==> src/rtl/steer_en_fsm_if.sv <==
// Load-sample strobe and enable outputs shared by the A2D sampler, steer_en_fsm
// and the balance/steer controller.
interface steer_en_fsm_if;
    logic        ld_vld;
    logic [11:0] lft_ld;
    logic [11:0] rght_ld;
    logic        en_steer;
    logic        rider_off;

    modport master (
        output ld_vld, lft_ld, rght_ld,
        input  en_steer, rider_off
    );

    modport slave (
        input  ld_vld, lft_ld, rght_ld,
        output en_steer, rider_off
    );
endinterface

==> src/rtl/steer_en_fsm.sv <==
// Rider-presence and steering-enable controller: enables steering after the rider
// has stood balanced for a full timer period, drops it on step-off or heavy lean.
module steer_en_fsm #(
    parameter logic [11:0] MIN_RIDER_WEIGHT = 12'h200,
    parameter bit          FAST_SIM         = 1'b0
) (
    input  logic          clk,
    input  logic          rst_n,
    steer_en_fsm_if.slave bus
);

    localparam logic [25:0] TMR_TC = FAST_SIM ? 26'h000_7FFF : 26'h3FF_FFFF;

    typedef enum logic [1:0] {
        ST_IDLE,
        ST_WAIT,
        ST_STEER
    } state_e;

    state_e      state_q,     state_d;
    logic [25:0] tmr_q,       tmr_d;
    logic [11:0] lft_q,       lft_d;
    logic [11:0] rght_q,      rght_d;
    logic        en_steer_q,  en_steer_d;
    logic        rider_off_q, rider_off_d;

    logic [12:0] sum;
    logic [11:0] diff;
    logic [16:0] sum_x15;
    logic        present;
    logic        bal;
    logic        lopsided;
    logic        tmr_full;
    logic        tmr_clr;

    // Widened arithmetic keeps every comparison exact for full-scale loads.
    assign sum      = {1'b0, lft_q} + {1'b0, rght_q};
    assign diff     = (lft_q >= rght_q) ? (lft_q - rght_q) : (rght_q - lft_q);
    assign sum_x15  = {sum, 4'b0000} - {4'b0000, sum};
    assign present  = sum >= {1'b0, MIN_RIDER_WEIGHT};
    assign bal      = {diff, 2'b00} < {1'b0, sum};
    assign lopsided = {1'b0, diff, 4'b0000} > sum_x15;
    assign tmr_full = tmr_q == TMR_TC;

    always_comb begin
        // NOTE: every signal gets a default before the case so no path leaves it unassigned (no latches).
        state_d = state_q;
        tmr_clr = 1'b0;
        lft_d   = bus.ld_vld ? bus.lft_ld  : lft_q;
        rght_d  = bus.ld_vld ? bus.rght_ld : rght_q;

        unique case (state_q)
            ST_IDLE: begin
                tmr_clr = 1'b1;
                if (present) state_d = ST_WAIT;
            end
            ST_WAIT: begin
                if (!present)      state_d = ST_IDLE;
                else if (!bal)     tmr_clr = 1'b1;
                else if (tmr_full) state_d = ST_STEER;
            end
            ST_STEER: begin
                // Balance is deliberately not re-checked here: only a heavy lean leaves.
                if (!present) begin
                    state_d = ST_IDLE;
                end else if (lopsided) begin
                    state_d = ST_WAIT;
                    tmr_clr = 1'b1;
                end
            end
            default: state_d = ST_IDLE;
        endcase

        if (tmr_clr)       tmr_d = '0;
        else if (tmr_full) tmr_d = tmr_q;
        else               tmr_d = tmr_q + 26'd1;

        en_steer_d  = state_d == ST_STEER;
        rider_off_d = !present;
    end

    always_ff @(posedge clk) begin
        // NOTE: all state is cleared by reset, so a mid-operation reset leaves nothing behind.
        if (!rst_n) begin
            state_q     <= ST_IDLE;
            tmr_q       <= '0;
            lft_q       <= '0;
            rght_q      <= '0;
            en_steer_q  <= 1'b0;
            rider_off_q <= 1'b1;
        end else begin
            // NOTE: non-blocking assignments so every flop samples pre-edge values.
            state_q     <= state_d;
            tmr_q       <= tmr_d;
            lft_q       <= lft_d;
            rght_q      <= rght_d;
            en_steer_q  <= en_steer_d;
            rider_off_q <= rider_off_d;
        end
    end

    assign bus.en_steer  = en_steer_q;
    assign bus.rider_off = rider_off_q;

endmodule

==> src/flat_wrapper.sv <==
// flat-port wrapper written by rule: the top's interface ports become plain ports
module steer_en_fsm_flat 
#(
    parameter logic [11:0] MIN_RIDER_WEIGHT = 12'h200,
    parameter bit          FAST_SIM         = 1'b0
)
  (clk, rst_n, bus_ld_vld, bus_lft_ld, bus_rght_ld, bus_en_steer, bus_rider_off);
  steer_en_fsm_if bus_i ();
  input  logic clk;
  input  logic rst_n;
  input wire logic [$bits(bus_i.ld_vld)-1:0] bus_ld_vld;
  input wire logic [$bits(bus_i.lft_ld)-1:0] bus_lft_ld;
  input wire logic [$bits(bus_i.rght_ld)-1:0] bus_rght_ld;
  output wire logic [$bits(bus_i.en_steer)-1:0] bus_en_steer;
  output wire logic [$bits(bus_i.rider_off)-1:0] bus_rider_off;
  assign bus_i.ld_vld = bus_ld_vld;
  assign bus_i.lft_ld = bus_lft_ld;
  assign bus_i.rght_ld = bus_rght_ld;
  assign bus_en_steer = bus_i.en_steer;
  assign bus_rider_off = bus_i.rider_off;
  steer_en_fsm #(.MIN_RIDER_WEIGHT(MIN_RIDER_WEIGHT), .FAST_SIM(FAST_SIM)) u_core (.clk(clk), .rst_n(rst_n), .bus(bus_i));
endmodule
==> config.mk <==
export PLATFORM = sky130hd
export DESIGN_NAME = steer_en_fsm_flat
export DESIGN_NICKNAME = d
export VERILOG_FILES = /design/src/rtl/steer_en_fsm_if.sv /design/src/rtl/steer_en_fsm.sv /design/src/flat_wrapper.sv
export SDC_FILE = /design/constraint.sdc
export NUM_CORES = 1
export LEC_CHECK = 0
export CAP_MARGIN = 40
export CORE_ASPECT_RATIO = 0.8
export CORE_UTILIZATION = 62
export CTS_CLUSTER_DIAMETER = 50
export CTS_CLUSTER_SIZE = 30
export DETAILED_ROUTE_END_ITERATION = 8
export PLACE_DENSITY = 0.82
export REMOVE_ABC_BUFFERS = 1
export SLEW_MARGIN = 5
export SYNTH_ARGS = -nofsm -noshare
export SYNTH_HDL_FRONTEND = slang
export SYNTH_SLANG_ARGS = --single-unit
==> constraint.sdc <==
create_clock -name clk -period 8.4 [get_ports clk]
set_input_delay 1.68 -clock clk [delete_from_list [all_inputs] [get_ports clk]]
set_output_delay 1.68 -clock clk [all_outputs]
set_load 0.02 [all_outputs]
==> flow_metrics.py, run 1 <==
metrics = {
    "status": {
        "status": "completed",
    },
    "sta": {
        "max_slew_margin": 0.4415,
        "hold_ws_ns": 0.5441,
        "finalSetupViolCount": 0,
        "post-route-period-util": 0.8314,
        "clock.fmax_mhz": 143.2,
        "finalClockSkew_ns": 0.005611,
        "setup_tns_ns": 0,
        "slew_violations": 0,
        "worst_slew_pin_slew_ns": 0.8359,
        "hold_violations": 0,
        "worst_slack_ns": 1.417,
        "fin_crit_ns": 6.983,
        "rsz0062_at_grt": "no",
    },
    "global_route": {
        "grt-ovfl-total": 0,
        "grt-busiest-layer": "met2",
        "gr-usage-met3": 0.04027,
        "grt_pass1_wl_mm": 20.73,
        "use_met1": 0.4070,
        "grt_usage": 0.2817,
        "grt_max_degree": 53,
        "grtUsageMet2": 0.4323,
        "grt_pass1_vias": 4411,
        "antenna_found_initial": 0,
    },
    "cts": {
        "clockRootBuffer": "clkbuf_8",
        "htree_levels": 2,
        "post_cts_buffers": 0,
        "path_clk_slew_ns": 0.10,
        "clk_latency_ns": 0.32,
        "cts_sinks": 54,
        "cts_tree": "built",
        "clk_path_buf_depth": 2,
        "hold_buffers": 0,
        "cts_resized": 0,
        "numCtsBuffers": 5,
    },
    "detailed_routing": {
        "drc_errors": 0,
        "dr_total_vias": 4670,
        "wl_mm": 12.53,
        "viasPerCell": 6.026,
        "firstDrtPassIters": 7,
        "antenna_left": 0,
        "wire_per_inst_um": 16.17,
        "drtIter0Drc": 310,
    },
    "yosys": {
        "syn_avg_cell_area_um2": 8.429,
        "yosysTopAreaCell": "dfxtp_1",
        "yosysTopAreaCellShare": 0.1985,
        "ys_ff_latch": 54,
        "yosys-top-cells-area": "dfxtp_1, ha_1, xnor2_1",
        "ys_types": 82,
        "yosys-top-cells-count": "ha_1, nand2_1, dfxtp_1, inv_1, xnor2_1",
        "synthArstFlopShare": 0,
        "synth_cells": 646,
        "synth_edf_count": 0,
        "synth_most_common_cell": "ha_1",
        "ys_warn_count": 0,
        "ys.flop_type": "dfxtp_1",
        "synth_area_mm2": 0.005445,
        "yosysSeqAreaShare": 0.1985,
    },
    "worst_setup_path": {
        "arrival_ns": 7.17,
        "max_stage_delay_ns": 0.71,
        "crit_buf_inv": 1,
        "crit_fanout": 26,
        "endpoint_kind": "flip-flop",
        "worstSetupPathType": "reg -> reg",
        "critPathRequiredTime_ns": 8.58,
        "critical_path.top_delay_family": "compound AO/OA/AOI/OAI gates",
        "path_common_cell": "ha_1",
        "critPathLaunchType": "flip-flop",
        "crit_slowest_cell": "a21oi_4",
    },
    "placed_design": {
        "io_buffers": 28,
        "dpl.hpwl_mm": 9.839,
        "gp_congestion": 0.9826,
        "dp_cells": 767,
        "pre_cts_ws_ns": 1.524,
    },
    "layout": {
        "syn2layout_area_growth_pct": 8.088,
        "num-fill-cells": 703,
        "antenna_cells": 0,
        "num-nets-final": 761,
        "layout-drive-gt1-share": 0.09050,
        "seq_area_mm2": 0.001081,
        "layout.cells.non_filler": 775,
        "multiInputGateArea_mm2": 0.004039,
    },
    "floorplanning": {
        "die_area_mm2": 0.009163,
        "die_x_um": 106.8,
        "num_rows": 30,
        "io_pins": 29,
        "fp.coreArea_mm2": 0.008483,
        "start_util": 0.6419,
        "die_y_um": 85.82,
    },
    "power": {
        "power.total_mw": 1.044,
        "peakVddDrop_v": 0.00009697,
        "power_density_mw_per_mm2": 177.3,
        "leakage_nw": 2.475,
    },
    "hold_path": {
        "min_path_type": "reg -> reg",
    },
    "flow_run": {
        "cap_violations": 0,
    },
}
## metal layers
layer	wire length, um	vias to the layer above
met2	5400	170
li1	-	2290
met3	683	26
met5	0	-
met4	233	0
met1	6212	2184
## through the flow
step	area [um^2]	util
after floorplan	5320	-
after global placement	5762	0.6792
after detailed placement	5773	0.6805
after CTS	5886	0.6938
after global routing	5886	0.6938
final	5886	0.6938
## sequential cells by signal, indices dropped and copies added, names as in the netlist
name,count
u_core.lft_q,12
u_core.bus.rider_off,1
u_core.tmr_q,26
u_core.bus.en_steer,1
u_core.state_q,2
u_core.rght_q,12
## worst reg2reg max path, stage by stage, from the launching register on
cell	delay (ns)
dfxtp_1	0.45
inv_1	0.15
ha_1	0.39
nand2b_4	0.18
a2111o_1	0.47
and2_4	0.18
a211oi_1	0.42
xnor2_1	0.35
ha_1	0.36
a21o_1	0.18
nor3_1	0.18
a21oi_2	0.14
a31oi_1	0.25
o21ai_0	0.14
xnor2_1	0.18
ha_1	0.31
nand4_1	0.11
nor2_1	0.14
nand3_1	0.12
nor4_1	0.27
o2bb2ai_1	0.15
or4_4	0.51
a31oi_4	0.20
o221ai_2	0.16
a21oi_4	0.71
nor2_1	0.13
## placed cells by master (no fill, tap or decap), drive strengths merged, types with 5 or more instances in the layout
cell,instances
nor2b,33
nand2,60
a211oi,8
inv,56
nor2,48
and3,5
a21o,12
nand3,11
xnor2,41
nor3,10
dfxtp,54
ha,69
clkbuf,5
xor2,19
o21ai,20
nand4,16
nand2b,5
or2,8
mux2i,33
clkdlybuf4s50,28
a21oi,35
a31oi,8
## power by group
part / internal [mW] / total, mW / switching (mW) / leakage, nW
clock: 0.0895 / 0.184 / 0.0943 / 0.0585
combinational: 0.248 / 0.582 / 0.334 / 1.98
sequential: 0.266 / 0.278 / 0.0118 / 0.441
total: 0.603 / 1.04 / 0.440 / 2.47
## area by class of cell
cell class | count | share of cell area
inverters | 55 | 0.03508
flip-flops and latches | 54 | 0.1837
repair buffers | 31 | 0.05208
clock buffers | 5 | 0.01169
well taps | 112 | 0.02381
clock inverters | 3 | 0.007440
multi-input cells | 515 | 0.6862
## worst paths after layout
kind / start / end / slack, ns / cells after the start
worst min register to register: u_core.tmr_q[21] / u_core.tmr_q[21] / 0.54 / 3
worst max-delay path: u_core.rght_q[1] / u_core.tmr_q[8] / 1.42 / 25
worst min-delay path: u_core.tmr_q[21] / u_core.tmr_q[21] / 0.54 / 3
worst max register to register: u_core.rght_q[1] / u_core.tmr_q[8] / 1.42 / 25
## logic make-up (layout without fill, tap and decap cells)
logic type      count (synthesis)  after routing  synth area share
compound gates                126            126            0.1712
flops                          54             54            0.1985
mux                            34             34           0.06273
xor+xnor                       62             62            0.1110
buf+inv                        77             94           0.06089
simple gates                  219            219            0.2224
fa+ha+maj                      74             74            0.1733
Note: power is estimated with default switching activity, not from simulation.
==> run 2, diff against run 1 <==
CORE_UTILIZATION = 56   (was 62)
PLACE_DENSITY = 0.78   (was 0.82)
clock period = 6.11 ns   (was 8.4 ns; I/O delays follow)
==> run 2 against run 1 <==
Effect of this change:
- first-iteration DRC count is 12% higher
- die area increased by 10%
- clock skew increased by 0.0068 ns
- hold slack gained 0.0011 ns
- clock power rose by 83%
- clock-buffer cell count up 1
- global-route usage shrank 2.5 points
- largest cell class unchanged
- highest routed layer unchanged
==> flow_metrics.py, run 2 (synthesis results as in run 1) <==
metrics = {
    "cts": {
        "path_clk_slew_ns": 0.07,
        "cts_sinks": 54,
        "clk_latency_ns": 0.31,
        "clockRootBuffer": "clkbuf_16",
        "htree_levels": 2,
        "hold_buffers": 0,
        "numCtsBuffers": 5,
        "clk_path_buf_depth": 2,
        "cts_tree": "built",
    },
    "placed_design": {
        "gp_congestion": 0.9349,
        "dpl.hpwl_mm": 9.711,
        "dp_cells": 777,
        "io_buffers": 28,
    },
    "status": {
        "status": "completed",
    },
    "layout": {
        "antenna_cells": 0,
        "reg_top3": "u_core.tmr_q (26), u_core.lft_q (12), u_core.rght_q (12)",
        "num-nets-final": 785,
        "largest_reg_flops": 26,
        "layout_commonest_cell": "ha_1",
        "syn2layout_area_growth_pct": 17.00,
        "multiInputGateArea_mm2": 0.004234,
        "post-route-util": 0.6902,
        "num-fill-cells": 689,
        "layout-drive-gt1-share": 0.1659,
        "seq_area_mm2": 0.001086,
        "layout.cells.non_filler": 802,
        "largest-register": "u_core.tmr_q",
        "layout_common_cells": "ha_1, nand2_1, inv_1",
    },
    "power": {
        "internal-power_mw": 0.9868,
        "leakage_nw": 2.659,
        "pwr-share-clk": 0.203,
        "power_density_mw_per_mm2": 260.3,
        "power.total_mw": 1.659,
        "p_seq_frac": 0.230,
        "swShare": 0.4050,
        "switchingPower_mw": 0.6718,
        "p_comb_frac": 0.567,
        "peakVddDrop_v": 0.0001342,
    },
    "sta": {
        "slew_violations": 0,
        "fin_crit_ns": 5.988,
        "setup_tns_ns": 0,
        "max_slew_margin": 0.5848,
        "finalClockSkew_ns": 0.01239,
        "clock.fmax_mhz": 167.0,
        "post-route-period-util": 0.9800,
        "finalSetupViolCount": 0,
        "worst_slew_pin_slew_ns": 0.6181,
        "hold_violations": 0,
    },
    "detailed_routing": {
        "wl_mm": 13.41,
        "wl_met2_mm": 5.975,
        "firstDrtPassIters": 5,
        "drtIter0Drc": 346,
        "viasPerCell": 5.943,
        "drc_errors": 0,
        "dr_total_vias": 4766,
        "wire_per_inst_um": 16.72,
        "wl_met3_um": 843,
        "top_layer_used": "met4",
        "met1_length_mm": 6.306,
        "antenna_left": 0,
    },
    "floorplanning": {
        "start_util": 0.5899,
        "die_y_um": 90.20,
        "fp.coreArea_mm2": 0.009231,
        "die_area_mm2": 0.01012,
        "die_x_um": 112.2,
        "num_rows": 31,
        "io_pins": 29,
    },
    "worst_setup_path": {
        "arrival_ns": 6.19,
        "critPathLaunchType": "flip-flop",
        "endpoint_kind": "flip-flop",
        "worstSetupPathType": "reg -> reg",
        "critPathRequiredTime_ns": 6.31,
        "crit_fanout": 6,
        "rrSetupSlack_ns": 0.12,
    },
    "hold_path": {
        "min_path_type": "reg -> reg",
    },
    "global_route": {
        "grt_pass1_wl_mm": 21.11,
        "grt-ovfl-total": 0,
        "antenna_found_initial": 0,
        "grt_usage": 0.2568,
        "grt_pass1_vias": 4378,
        "grt_max_degree": 53,
    },
    "flow_run": {
        "cap_violations": 0,
    },
}
-- run 2: cell types whose count changed in the layout (fill, tap and decap cells not counted), moves of 4 or more --
cell,before,now
dfxtp_1,54,50
buf_4,2,23
ha_2,0,5
ha_1,69,60
ha_4,0,4
clkbuf_16,0,7
clkbuf_8,5,0
dfxtp_2,0,4
-- run 2: area by class of cell --
| type | instances | share of cell area |
|---|---|---|
| clock inverters | 2 | 0.005892 |
| multi-input cells | 515 | 0.6646 |
| repair buffers | 55 | 0.08386 |
| well taps | 115 | 0.02258 |
| flip-flops and latches | 54 | 0.1705 |
| clock buffers | 6 | 0.02023 |
| inverters | 55 | 0.03240 |
-- run 2: power groups by stage --
stage,registers [mW],logic (mW),clock network [mW]
CTS,0.381,0.809,0.339
finish,0.382,0.940,0.336
global route,0.385,1.02,0.350
detailed placement,0.389,0.799,0
global placement,0.388,0.769,0
floorplan,0.386,0.589,0
-- run 2: routing by layer --
layer | up-vias | GRT usage
met4 | 0 | 0.07222
li1 | 2337 | -
met2 | 173 | 0.4042
met3 | 24 | 0.04248
met5 | - | 0
met1 | 2232 | 0.3607
-- run 2: stage by stage --
| stage | hold WS, ns | setup WS, ns | area [um^2] |
|---|---|---|---|
| 4_1_cts | 0.5479 | 0.01393 | 6011 |
| 3_3_place_gp | 0.5230 | 0.2269 | 5838 |
| 6_report | 0.5452 | 0.1223 | 6371 |
| 2_1_floorplan | 0.5032 | 0.05488 | 5320 |
| 5_1_grt | 0.5775 | -0.09711 | 6371 |
| 3_5_place_dp | 0.5303 | -0.1922 | 5838 |
-- run 2: what timing repair did --
action                                  in CTS  in global routing
cloned                                       0                  3
endpoints found under the setup margin      26                 29
pin swaps                                    0                 13
gates resized for setup                      2                 39
setup buffers                                0                 14
endpoints found under the hold margin        0                  0
-- run 2: critical path, stage by stage (launching register included) --
cell       delay [ns]
dfxtp_2          0.36
ha_2             0.21
inv_1            0.06
fa_2             0.36
or2_1            0.24
a221oi_2         0.33
o22ai_2          0.18
o221ai_4         0.27
xor2_4           0.26
ha_1             0.30
a21oi_1          0.22
o21ai_1          0.13
a21o_1           0.22
a21oi_2          0.15
xor2_1           0.09
ha_1             0.31
nand4_1          0.10
nor2_2           0.16
nand3_2          0.13
nor4_4           0.29
o2bb2ai_2        0.10
or4_4            0.50
a31oi_4          0.19
o221ai_2         0.15
a21oi_4          0.30
clkbuf_16        0.21
nor4b_2          0.04
-- run 2: worst paths after layout --
check / start / end / cells past startpoint
worst max-delay path: u_core.lft_q[0] / u_core.tmr_q[2] / 26
worst min register to register: u_core.lft_q[0] / u_core.lft_q[0] / 2
worst max register to register: u_core.lft_q[0] / u_core.tmr_q[2] / 26
worst min-delay path: u_core.lft_q[0] / u_core.lft_q[0] / 2
